### src/rtl/reset_sequencer.sv
// Staged reset sequencer: holds all domains in reset, then releases mem, periph, cpu in order.
// Optional watchdog enabled by defining RESET_SEQUENCER_WDT_EN.
module reset_sequencer #(
  parameter int HOLD_CYCLES = 16,
  parameter int STAGE_DELAY = 4,
  parameter int WDT_TIMEOUT = 50000
) (
  input  logic       clk,
  input  logic       nreset,
  input  logic       dtr_rst,
  input  logic       btn_rst,
  input  logic       wdt_kick,
  output logic       rst_mem,
  output logic       rst_periph,
  output logic       rst_cpu,
  output logic       busy,
  output logic [1:0] rst_cause
);

  typedef enum logic [1:0] {
    S_HOLD       = 2'd0,
    S_REL_MEM    = 2'd1,
    S_REL_PERIPH = 2'd2,
    S_RUN        = 2'd3
  } state_t;

  localparam logic [7:0] HOLD_LAST  = 8'(HOLD_CYCLES - 1);
  localparam logic [7:0] STAGE_LAST = 8'(STAGE_DELAY - 1);

  localparam logic [1:0] CAUSE_POR = 2'd0;
  localparam logic [1:0] CAUSE_DTR = 2'd1;
  localparam logic [1:0] CAUSE_BTN = 2'd2;
  localparam logic [1:0] CAUSE_WDT = 2'd3;

  state_t     state_q, state_d;
  logic [7:0] cnt_q, cnt_d;
  logic [1:0] cause_q, cause_d;
  logic       rst_mem_q, rst_mem_d;
  logic       rst_periph_q, rst_periph_d;
  logic       rst_cpu_q, rst_cpu_d;
  logic       busy_q, busy_d;
  logic       wdt_exp;
  logic       req;

`ifdef RESET_SEQUENCER_WDT_EN
  localparam logic [15:0] WDT_LAST = 16'(WDT_TIMEOUT - 1);

  logic [15:0] wdt_q, wdt_d;

  // A kick landing in the expiry cycle wins over the expiry.
  assign wdt_exp = (state_q == S_RUN) && (wdt_q == WDT_LAST) && !wdt_kick;

  always_comb begin
    wdt_d = '0;
    if (state_q == S_RUN && !wdt_kick && !wdt_exp) begin
      wdt_d = wdt_q + 16'd1;
    end
  end

  always_ff @(posedge clk or negedge nreset) begin
    if (!nreset) begin
      wdt_q <= '0;
    end else begin
      wdt_q <= wdt_d;
    end
  end
`else
  logic unused_wdt;
  assign unused_wdt = wdt_kick ^ (WDT_TIMEOUT == 0);
  assign wdt_exp    = 1'b0;
`endif

  assign req = btn_rst | dtr_rst | wdt_exp;

  always_ff @(posedge clk or negedge nreset) begin
    if (!nreset) begin
      state_q      <= S_HOLD;
      cnt_q        <= '0;
      cause_q      <= CAUSE_POR;
      rst_mem_q    <= 1'b1;
      rst_periph_q <= 1'b1;
      rst_cpu_q    <= 1'b1;
      busy_q       <= 1'b1;
    end else begin
      state_q      <= state_d;
      cnt_q        <= cnt_d;
      cause_q      <= cause_d;
      rst_mem_q    <= rst_mem_d;
      rst_periph_q <= rst_periph_d;
      rst_cpu_q    <= rst_cpu_d;
      busy_q       <= busy_d;
    end
  end

  // Any request restarts HOLD from zero, so a held request keeps the count pinned.
  always_comb begin
    state_d = state_q;
    cnt_d   = cnt_q;
    cause_d = cause_q;
    if (req) begin
      state_d = S_HOLD;
      cnt_d   = '0;
      if (btn_rst) begin
        cause_d = CAUSE_BTN;
      end else if (dtr_rst) begin
        cause_d = CAUSE_DTR;
      end else begin
        cause_d = CAUSE_WDT;
      end
    end else begin
      unique case (state_q)
        S_HOLD: begin
          if (cnt_q == HOLD_LAST) begin
            state_d = S_REL_MEM;
            cnt_d   = '0;
          end else begin
            cnt_d = cnt_q + 8'd1;
          end
        end
        S_REL_MEM: begin
          if (cnt_q == STAGE_LAST) begin
            state_d = S_REL_PERIPH;
            cnt_d   = '0;
          end else begin
            cnt_d = cnt_q + 8'd1;
          end
        end
        S_REL_PERIPH: begin
          if (cnt_q == STAGE_LAST) begin
            state_d = S_RUN;
            cnt_d   = '0;
          end else begin
            cnt_d = cnt_q + 8'd1;
          end
        end
        S_RUN: begin
          cnt_d = '0;
        end
        default: begin
          state_d = S_HOLD;
          cnt_d   = '0;
        end
      endcase
    end
  end

  // Outputs decode the next state so they are registered alongside it.
  always_comb begin
    rst_mem_d    = (state_d == S_HOLD);
    rst_periph_d = (state_d == S_HOLD) || (state_d == S_REL_MEM);
    rst_cpu_d    = (state_d != S_RUN);
    busy_d       = rst_mem_d | rst_periph_d | rst_cpu_d;
  end

  assign rst_mem    = rst_mem_q;
  assign rst_periph = rst_periph_q;
  assign rst_cpu    = rst_cpu_q;
  assign busy       = busy_q;
  assign rst_cause  = cause_q;

endmodule

### config.mk
export PLATFORM = sky130hd
export DESIGN_NAME = reset_sequencer
export DESIGN_NICKNAME = d
export VERILOG_FILES = /design/src/rtl/reset_sequencer.sv
export SDC_FILE = /design/constraint.sdc
export NUM_CORES = 1
export LEC_CHECK = 0
export ABC_AREA = 1
export CORE_MARGIN = 2
export CORE_UTILIZATION = 50
export CTS_CLUSTER_SIZE = 40
export DETAILED_ROUTE_END_ITERATION = 7
export DONT_BUFFER_PORTS = 1
export GPL_TIMING_DRIVEN = 1
export SETUP_SLACK_MARGIN = 0.4
export SYNTH_ARGS = -nofsm -noshare
export SYNTH_HDL_FRONTEND = slang
export SYNTH_SLANG_ARGS = --single-unit
### constraint.sdc
create_clock -name clk -period 2.26 [get_ports clk]
set_input_delay 0.113 -clock clk [delete_from_list [all_inputs] [get_ports clk]]
set_output_delay 0.113 -clock clk [all_outputs]
set_load 0.02 [all_outputs]
==> flow_metrics.tcl <==
set metrics [dict create \
    crit_top_cell "nor2_2" \
    netlist_area_um2 845 \
    setup_viol 0 \
    ir_worst_vdd_uv 369 \
    status "finished clean" \
    clock_sinks 15 \
    finalPower_mw 0.451 \
    final_nets 113 \
    first_iter_violations 14 \
    critPathBufInv 0 \
    cts_tree "done" \
    clock_path_buffers 2 \
    switching_share 0.223 \
    tns_ns 0 \
    drv_cap 0 \
    post_cts_buffers 0 \
    timing.fmax_mhz 709 \
    critical-path-top-delay-family "simple AND/OR/NAND/NOR gates" \
    clock_latency_ns 0.28 \
    htreeDepth 1 \
    cts_resized 0 \
    dieArea_um2 2030 \
    clock_skew_ns 0.00346 \
    grt_pass1_vias 592 \
    drc_errors 0 \
    syn-num-nets 105 \
    synth_seq_area_share 0.449 \
    antennaDiodeCount 0 \
    fin_ws_ns 0.850 \
    vias 576 \
    clk_pin_slew_ns 0.09 \
    rsz0062_at_grt "false" \
    routedWlPerCell_um 11.6 \
    cts_root_buffer "clkbuf_4" \
    portBuffers 0 \
    routed_wl_mm 1.37 \
    grtUsageTotal 0.170 \
    fin_cells 118 \
    arrival_ns 1.58 \
    globalRoute.totalOverflow 0 \
    power_switching_mw 0.101 \
    critPathMaxStageDelay_ns 0.38 \
    grt_first_pass_wirelength_mm 2.45 \
    power_frac_clock 0.330 \
    fillers 147 \
    cp-start-kind "flop" \
    drive_above_1_share 0.284 \
    min_period_over_period 0.624 \
    start_util 0.548 \
    seq_power_share 0.617 \
    ys_ff_latch 15 \
    slew_headroom 0.556 \
    ioPinCount 11 \
    place_ws_ns 0.857 \
    synth.distinct_cells 21 \
    worst-slew-pin-transition_ns 0.664 \
    finalHoldViolCount 0 \
    required_ns 2.43 \
    antenna_left 0 \
    period_needed_ns 1.41 \
    stdcell_area_um2 923 \
    area_growth_pct 9.33 \
    die_x_um 45.1 \
    rows 14 \
    numCtsBuffers 3 \
    slowest_stage "dfrtp_1" \
    antenna_found_initial 0 \
    whs_ns 0.303 \
    cellPowerDensity_nw_per_um2 488 \
    die_h_um 45.1 \
    core_um2 1540 \
    reg2reg_slack_ns 0.85 \
    place_area_um2 857 \
    yosys_warnings 0 \
    synthCells 95 \
    dr.pass1.iters 4 \
    finalMaxSlewViolations 0 \
    dp_hpwl_mm 1.05 \
    post-route-util 0.599 \
    crit_chain "ha_1 > nand2_1 > nor2_2 > nand2_2 > a21oi_2 > nor2_2 > nand2_4 > nor2_1" \
    p_int_mw 0.350 \
    p_leak_nw 0.422 \
    grt_max_degree 16 \
    combPwrFrac 0.053 \
    hold_class "in -> async" \
    synth_area_per_cell_um2 8.89 \
    worstSetupEndpointType "flop" \
    dp.cells 110 \
    place.gp.congestion 0.827 \
    path_class "reg -> reg" \
    via_per_inst 4.88 \
    critPathMaxFanout 6 \
]
[Yosys cell counts]
master    count  area [um2]
nor3_1        4        20.0
xnor2_1       1        8.76
o211ai_1      1        7.51
ha_1          5        62.6
nor2_1       10        37.5
nand2_1      12        45.0
dfrtp_1      12         300
nand2_2      10        62.6
a21o_1        1        7.51
inv_2         2        7.51
inv_1        11        41.3
o21ai_1       2        10.0
nor2_2        6        37.5
dfstp_2       3        78.8
nand2_4       1        11.3
buf_4         1        7.51
a21oi_2       2        17.5
nand3_2       1        10.0
nand3_1       5        25.0
xor2_1        4        35.0
nor2_4        1        11.3
[repair_timing]
item,in CTS,in global routing
setup endpoints to repair,0,0
endpoints found under the hold margin,19,0
hold buffers,4,0
[flip-flops by register name, summed over array words and instances (netlist names)]
| signal | cells |
|---|---|
| busy | 1 |
| cnt_q | 8 |
| rst_mem | 1 |
| rst_periph | 1 |
| state_q | 2 |
| rst_cause | 2 |
[per-layer routing]
layer  vias to the layer above  GRT usage  wire (um)
met5                         -          0          0
met4                         0     0.0882         14
met3                         2     0.0120         24
met2                         6      0.263        603
met1                       261      0.240        728
li1                        307          -          -
[cells by family (layout without fill, tap and decap cells)]
| kind of cell | Yosys count | in the layout | share of synthesized area |
|---|---|---|---|
| flops | 15 | 15 | 0.449 |
| buf+inv | 14 | 21 | 0.0667 |
| fa+ha+maj | 5 | 5 | 0.0741 |
| simple gates | 50 | 50 | 0.308 |
| compound gates | 6 | 6 | 0.0504 |
| xor+xnor | 5 | 5 | 0.0518 |
[path summary, 6_finish.rpt]
check,cells after the start,end,from
worst max-delay path,8,cnt_q[4],cnt_q[0]
worst min-delay path,1,cnt_q[1],nreset
min in group clk,1,cnt_q[0],cnt_q[0]
max in group asynchronous,1,cnt_q[7],nreset
worst max register to register,8,cnt_q[4],cnt_q[0]
worst min register to register,1,cnt_q[0],cnt_q[0]
[area by class of cell]
type / instances / area, um2 / area share
inverters: 13 / 48.8 / 0.0528
repair buffers: 4 / 40.0 / 0.0434
clock buffers: 4 / 26.3 / 0.0285
flip-flops and latches: 15 / 379 / 0.411
well taps: 16 / 20.0 / 0.0217
multi-input cells: 66 / 409 / 0.443
[placed cells by master, fill, tap and decap left out, types with 3 or more instances in the layout]
master,instances
nor2_1,10
nand3_1,5
dfstp_2,3
nor2_2,6
clkbuf_4,3
dfrtp_1,12
nand2_1,12
ha_1,5
inv_1,11
nand2_2,10
nor3_1,4
dlygate4sd3_1,4
xor2_1,4
[power groups by stage]
stage                     registers [mW]  clock network, mW  logic, mW
after global routing               0.279              0.169     0.0273
after floorplan                    0.283                  0     0.0108
after detailed placement           0.284                  0     0.0126
after CTS                          0.279              0.155     0.0243
final                              0.278              0.149     0.0237
after global placement             0.284                  0     0.0125
No activity file was read; power rests on OpenSTA's default activity.
